--- src/rtl/arf_tagged.sv ---
// arf_tagged: architected register file with per-register busy/ROB-tag rename state, tag-checked commit, flush and commit bypass
module arf_tagged #(
    parameter int XLEN  = 32,
    parameter int NREG  = 32,
    parameter int TAG_W = 6,
    parameter int NREAD = 2,
    localparam int RA_W  = $clog2(NREG),
    localparam int CNT_W = $clog2(NREG + 1)
) (
    input  logic                   clk,
    input  logic                   reset,
    input  logic [NREAD*RA_W-1:0]  rd_addr,
    output logic [NREAD*XLEN-1:0]  rd_data,
    output logic [NREAD-1:0]       rd_busy,
    output logic [NREAD*TAG_W-1:0] rd_tag,
    input  logic                   dp_valid,
    input  logic [RA_W-1:0]        dp_dest,
    input  logic [TAG_W-1:0]       dp_tag,
    input  logic                   cm_valid,
    input  logic [RA_W-1:0]        cm_reg,
    input  logic [TAG_W-1:0]       cm_tag,
    input  logic [XLEN-1:0]        cm_data,
    input  logic                   flush,
    output logic [CNT_W-1:0]       busy_cnt
);
    logic [XLEN-1:0]  data     [NREG];
    logic [TAG_W-1:0] tag      [NREG];
    logic [TAG_W-1:0] tag_nxt  [NREG];
    logic [NREG-1:0]  busy, busy_nxt;
    logic [CNT_W-1:0] cnt_nxt;

    // Commit clears are evaluated first so a same-cycle dispatch overrides them.
    always_comb begin
        busy_nxt = busy;
        tag_nxt  = tag;
        cnt_nxt  = '0;
        for (int r = 1; r < NREG; r++) begin
            if (flush) begin
                busy_nxt[r] = 1'b0;
                tag_nxt[r]  = '0;
            end else begin
                if (cm_valid && cm_reg == RA_W'(r) && busy[r] && tag[r] == cm_tag)
                    busy_nxt[r] = 1'b0;
                if (dp_valid && dp_dest == RA_W'(r)) begin
                    busy_nxt[r] = 1'b1;
                    tag_nxt[r]  = dp_tag;
                end
            end
            cnt_nxt = cnt_nxt + CNT_W'(busy_nxt[r]);
        end
    end

    always_ff @(posedge clk) begin
        if (reset) begin
            for (int r = 0; r < NREG; r++) begin
                data[r] <= '0;
                tag[r]  <= '0;
            end
            busy     <= '0;
            busy_cnt <= '0;
        end else begin
            if (cm_valid && cm_reg != '0)
                data[cm_reg] <= cm_data;
            busy     <= busy_nxt;
            tag      <= tag_nxt;
            busy_cnt <= cnt_nxt;
        end
    end

    for (genvar g = 0; g < NREAD; g++) begin : g_rd
        logic [RA_W-1:0] a;
        assign a = rd_addr[g*RA_W +: RA_W];
        assign rd_data[g*XLEN +: XLEN] = (a == '0) ? '0 : (cm_valid && cm_reg == a) ? cm_data : data[a];
        assign rd_busy[g] = (a == '0) ? 1'b0 : busy[a];
        assign rd_tag[g*TAG_W +: TAG_W] = (a == '0) ? '0 : tag[a];
    end
endmodule

--- config.mk ---
export PLATFORM = sky130hd
export DESIGN_NAME = arf_tagged
export DESIGN_NICKNAME = d
export VERILOG_FILES = /design/src/rtl/arf_tagged.sv
export SDC_FILE = /design/constraint.sdc
export NUM_CORES = 2
export LEC_CHECK = 0
export CORE_MARGIN = 2
export CORE_UTILIZATION = 55
export CTS_CLUSTER_DIAMETER = 100
export CTS_CLUSTER_SIZE = 30
export DETAILED_ROUTE_END_ITERATION = 6
export GPL_TIMING_DRIVEN = 0
export PLACE_DENSITY = 0.83
export SLEW_MARGIN = 0
export SYNTH_ARGS = -nofsm -noshare
export SYNTH_HDL_FRONTEND = slang
export SYNTH_SLANG_ARGS = --single-unit
export TNS_END_PERCENT = 100
--- constraint.sdc ---
create_clock -name clk -period 8.5 [get_ports clk]
set_input_delay 0.85 -clock clk [delete_from_list [all_inputs] [get_ports clk]]
set_output_delay 0.85 -clock clk [all_outputs]
set_load 0.01 [all_outputs]
Word level (Yosys, flattened, before mapping)
Memory sizes are Yosys's and may differ from the RTL's.
Cells that the tools add are included.
{ "word_totals": {"ff_bits": 223, "ram_bits": 1024, "in_bits": 69, "output_inout_bits": 84, "wordCells": 416, "mem_count": 1} }
{ "mem_list": {"columns": ["memory", "words", "word_bits", "rd", "rd_ports_with_merged_regs", "wr", "line_no", "text"], "rows": [
  ["data", 32, 32, 2, 0, 32, "26", "logic [XLEN-1:0] data [NREG];"]
]} }
{ "classes": {"add_sub_neg": 30, "n_lt_le_gt_ge": 4, "eq_ne": 95, "muxes": 119, "bitwise": 2, "reduce_logical": 132} }
{ "ops": {"columns": ["cell", "count"], "rows": [
  ["$eq 6x6->1", 31],
  ["$eq 5x5->1 const B", 32],
  ["$mux 32", 5],
  ["$add 6x1->6", 25],
  ["$logic_and 1x1->1", 127],
  ["$mux 1", 103],
  ["$eq 5x4->1 const B", 16],
  ["$bmux 6 s5", 2],
  ["$eq 5x3->1 const B", 8],
  ["$mux 6", 6],
  ["$reduce_or 32->1", 1],
  ["$eq 5x2->1 const B", 4],
  ["$ge 6x6->1 const B", 2],
  ["$lt 5x6->1 const B", 2],
  ["$not 5->6", 2],
  ["$bmux 1 s5", 2],
  ["$eq 5x1->1 const B", 2],
  ["$eq 5x5->1", 2],
  ["$logic_not 5->1", 2],
  ["$add 5x1->6", 1],
  ["$add 4x1->5", 1],
  ["$mux 5", 1],
  ["$reduce_bool 5->1", 1],
  ["$add 3x1->4", 1],
  ["3 further kinds", 3]
]} }

Depth between registers and ports, before layout
{ "depth": {"word_depth": 37, "mapped_depth": 23, "ltp_nobuf": 21} }

Worst setup path before layout
No wires, ideal clock.
{ "synth_path": {"path_kind": "input to register", "from": "in cm_tag[0]", "to": "reg busy_cnt[4]", "setup_ns": 0.125, "arrival_time_ns": 6.367, "t_required_ns": 8.375, "slack_ns": 2.008, "path_stages": 21, "n_path_buf": 2, "path_cell_list": "clkbuf_1 > buf_1 > xor2_1 > nor4_1 > nand4_1 > a21boi_0 > nor2_1 > fa_1 > inv_1 > fa_1 > fa_1 > fa_1 > fa_1 > fa_1 > fa_1 > fa_1 > inv_1 > a21o_1 > a21oi_1 > xor2_1 > nor2_1"} }
{ "synth_via": {"elab_chain_cells": 35, "word_cells_on_any_way": 185, "cone_classes": "add/sub: 30; eq/ne: 31; mux: 93; reduce/logical: 31"} }
{ "synth_rtl": {"columns": ["item", "line_no", "text"], "rows": [
  ["from (decl)", "21", "input logic [TAG_W-1:0] cm_tag,"],
  ["$eq 6x6->1", "42", "if (cm_valid && cm_reg == RA_W'(r) && busy[r] && tag[r] == cm_tag)"],
  ["$logic_and 1x1->1", "42", null],
  ["$mux 1", "42", null],
  ["$mux 1", "44", "if (dp_valid && dp_dest == RA_W'(r)) begin"],
  ["$mux 1", "38", "if (flush) begin"],
  ["net busy_nxt[2]", "29", "logic [NREG-1:0] busy, busy_nxt;"],
  ["$add 1x1->2", "49", "cnt_nxt = cnt_nxt + CNT_W'(busy_nxt[r]);"],
  ["$add 2x1->3", "49", null],
  ["$add 3x1->4", "49", null],
  ["$add 4x1->5", "49", null],
  ["$add 5x1->6", "49", null],
  ["$add 6x1->6 (25 in series)", "49", null],
  ["to (signal assigned)", "66", "busy_cnt <= cnt_nxt;"],
  ["to (decl)", "24", "output logic [CNT_W-1:0] busy_cnt"]
]} }
The timed path passes the listed nets, and every way through them passes these cells.
A chain may end at the register's enable or synchronous reset.

Worst setup path in the final report
{ "layout_path": {"from": "in dp_valid", "to": "reg busy_cnt[4]"} }
{ "layout_via": {"elab_chain_cells": 33, "word_cells_on_any_way": 123, "cone_classes": "add/sub: 30; mux: 62; reduce/logical: 31"} }
{ "layout_rtl": {"columns": ["item", "line_no", "text"], "rows": [
  ["from (decl)", "16", "input logic dp_valid,"],
  ["$logic_and 1x1->1", "44", null],
  ["$mux 1", "44", null],
  ["$mux 1", "38", null],
  ["$add 1x1->2", "49", null],
  ["$add 2x1->3", "49", null],
  ["$add 3x1->4", "49", null],
  ["$add 4x1->5", "49", null],
  ["$add 5x1->6", "49", null],
  ["$add 6x1->6 (24 in series)", "49", null],
  ["$add 6x1->6 (*)", "49", null]
]} }
Mark *: on every way between the ends. The rest lies on a longest branch, timed or not.

==> reports/summary.txt <==
status = finished with violations
failing checks = design-rule violations, max-capacitance violations, max-slew violations
vias = 47800
chip width = 359 um
core area = 125000 um2
Distinct cells, synth = 52
Flop pwr share = 0.574
CTS tree = done
layout cell share with drive strength beyond 1 = 0.176
Via density = 7.00
Pint = 8.86 mW
NetSw = 3.36 mW
relative slew slack = -0.0646
Critical Path AT = 8400 ps
Post-CTS Setup Bufs = 0
Clock Path Buffers = 3
LEAKAGE = 25.4 nW
crit path cell chain = clkdlybuf4s50_1 > nand2b_1 > nor3b_1 > clkbuf_1 > nand2_1 > a21boi_1 > or2_1 > fa_1 > fa_1 > fa_1 > fa_1 > fa_1 > fa_1 > fa_1 > fa_1 > inv_1 > a21o_1 > a21oi_1 > xor2_1 > nor2_1
Die Span Y = 359 um
Critical Path End Type = register
global routing usage on met2 = 0.571
Final HPWL DP = 187000 um
Slew @ Worst Pin = 1600 ps
Reg2Reg Launch Point = tag[142]
Fin. Hold Viols = 0
Area Growth Syn to Fin = 7.42%
initial antenna violation count = 17
drt first pass iters = 7
Final GP Congestion = 1.08
CTS Buf Count = 51
min-delay worst type = register to register
Syn Area/Cell = 14.0 um2
# H-tree levels = 2
synth top area cells = edfxtp_1 (44%), mux4_2 (22%), and2_1 (9.0%)
Cell Area, Placed = 72700 um2
Synth Cell Area = 69100 um2
final wirelength = 238000 um
Peak VDD IR = 0.168 mV
clk_skew = 26.5 ps
Gate power share = 0.161
GRT Resource Usage Total = 0.370
Global Route met1 Usage = 0.448
min cycle time layout = 7840 ps
DR DRC count = 22
flops & latches, synth = 1247
post-synth top area cell = edfxtp_1
Crit path required time = 9050 ps
Ys Warns = 0
global route hottest layer = met2
CP max stage cell = clkbuf_1
worst path bufs/invs = 3
Worst setup SP type = primary input
final worst-path cycle share = 0.923
Worst setup startpoint = dp_valid
starting density of the core = 0.552
Final ANT Viol Nets = 0
largest net degree at the start of global routing = 33
Sw Ratio = 0.275
nets@finish = 5246
clock network power share = 0.264
CP peak stage delay = 770 ps
first-pass GRT wire length = 332000 um
total gr overflow = 0
DIE AREA = 129000 um2
hold buffers post-CTS = 0
Yosys top cell area share = 0.445
PostCTS Resize Cnt = 0
RSZ-0062 raised after global routing = false
ys flop type = edfxtp_1
Port Buf Inserts = 136
met3 GRT Util = 0.124
Setup-failing EPs final = 0
vias in the first global route = 46700
Final Cell Area = 74300 um2
hold_sp = tag[171]
CP Class = primary input to register
Ports = 153
number of core rows = 130
most frequent cell on the critical path = fa_1
Iteration-0 DRC Markers = 7500
sequential area share after synthesis = 0.509
family with the most delay on the worst path = adder cells
Max-Cap Viols = 2
clk sinks = 1247
Setup TNS Final = 0 ps
clk_lat worst skew = 730 ps
Post-synth EDFFs = 1024
Gate Count Post-Synth = 4925
CTS root buffer = clkbuf_16
Peak Freq = 0.128 GHz
fin. max-slew vios = 22
CP max FO = 10
pwr dens = 165 nW/um2
Worst-path clk slew = 110 ps
fin util = 0.593
wire per inst = 34.9 um
ys async rst share = 0
-- worst reg2reg max path, stage by stage, from the launching register on --
cell      delay, ps
dfxtp_1         390
xor2_1          190
nor4_1          300
nand4_1         290
a21boi_1        710
or2_1           220
fa_1            450
fa_1            510
fa_1            520
fa_1            430
fa_1            520
fa_1            430
fa_1            450
fa_1            480
inv_1            70
a21o_1          110
a21oi_1          80
xor2_1          160
nor2_1           80
-- flip-flops by register name, indices dropped and copies added (netlist names) --
signal    cells
busy         31
data       1024
busy_cnt      6
tag         186
-- metrics by stage --
| step | total power, mW | instances | setup WS, ps | hold slack [ps] |
|---|---|---|---|---|
| 2_1_floorplan | 8.22 | 4956 | 2010 | 466 |
| 3_3_place_gp | 8.96 | 6742 | 58.2 | 483 |
| 3_5_place_dp | 9.03 | 6743 | 117 | 488 |
| 4_1_cts | 12.1 | 6818 | 841 | 503 |
| 5_1_grt | 12.4 | 6819 | 329 | 527 |
| 6_report | 12.2 | 6824 | 657 | 512 |
-- cells in the final DEF, fill, tap and decap left out, types with 20 or more instances in the layout --
| master | count |
|---|---|
| xnor2_1 | 39 |
| nand2_1 | 133 |
| a221oi_1 | 26 |
| buf_1 | 31 |
| nand3_1 | 75 |
| mux2i_1 | 221 |
| or2_1 | 24 |
| o2111ai_1 | 37 |
| conb_1 | 32 |
| dfxtp_1 | 223 |
| or2_2 | 35 |
| fa_1 | 23 |
| a22o_1 | 45 |
| inv_1 | 25 |
| a22oi_1 | 33 |
| a21oi_1 | 83 |
| clkdlybuf4s50_1 | 136 |
| nand4_1 | 31 |
| o21ai_1 | 29 |
| clkbuf_16 | 53 |
| o211a_1 | 32 |
| a211oi_1 | 31 |
| mux2_2 | 20 |
| xor2_1 | 160 |
| nor2_1 | 243 |
| nor4_1 | 34 |
| buf_2 | 91 |
| clkbuf_1 | 379 |
| o22ai_1 | 31 |
| edfxtp_1 | 1024 |
| and2_1 | 993 |
| mux4_2 | 667 |
-- cells by family after synthesis --
family / count (synthesis) / share of synthesized area
AND/OR/NAND/NOR: 1620 / 0.132
XOR/XNOR: 199 / 0.0252
buffers and inverters: 542 / 0.0330
flip-flops: 1247 / 0.509
other: 1 / 0.0000542
adder cells (fa/ha/maj): 30 / 0.00793
multiplexers: 916 / 0.254
AO/OA/AOI/OAI: 370 / 0.0386
-- per-layer routing --
metal  part of all wire  up-vias
met5            0.00037        -
met4              0.079       14
li1                   -    19000
met2               0.45     4072
met3               0.15      856
met1               0.32    23900
-- cells in the mapped netlist, drive strengths merged, types with 23 or more instances --
| library cell | instances |
|---|---|
| nor4 | 34 |
| dfxtp | 223 |
| a22oi | 33 |
| buf | 148 |
| fa | 23 |
| nand2 | 133 |
| nand3 | 75 |
| mux4 | 667 |
| a22o | 45 |
| o211a | 32 |
| xor2 | 160 |
| a221oi | 26 |
| inv | 25 |
| mux2i | 221 |
| or2 | 59 |
| a211oi | 31 |
| mux2 | 28 |
| o21ai | 30 |
| nand4 | 31 |
| o2111ai | 37 |
| and2 | 993 |
| edfxtp | 1024 |
| nor2 | 243 |
| clkbuf | 369 |
| a21oi | 83 |
| xnor2 | 39 |
| o22ai | 31 |
-- final timing paths --
check	endpoint	slack [ps]	cells past startpoint
max	busy_cnt[4]	660	20
min	tag[171]	510	2
max reg2reg	busy_cnt[4]	1960	18
min reg2reg	tag[171]	510	2
-- layout make-up --
class                   count  area [um2]
repair buffers            138        1400
well taps                1650        2060
inverters                  25        93.8
diodes                      5        12.5
plain buffers             517        2190
clock inverters            10         158
flip-flops and latches   1247       35200
clock buffers              65        1370
fillers                  9641       51000
multi-input cells        3167       31800
-- power by group through the flow --
stage	registers (mW)	logic, mW	clock network, mW
3_3_place_gp	7.11	1.85	0
5_1_grt	7.05	2.00	3.37
2_1_floorplan	7.09	1.13	0
4_1_cts	7.01	1.88	3.18
6_report	7.02	1.97	3.23
3_5_place_dp	7.15	1.88	0
No activity file was read; power rests on OpenSTA's default activity.
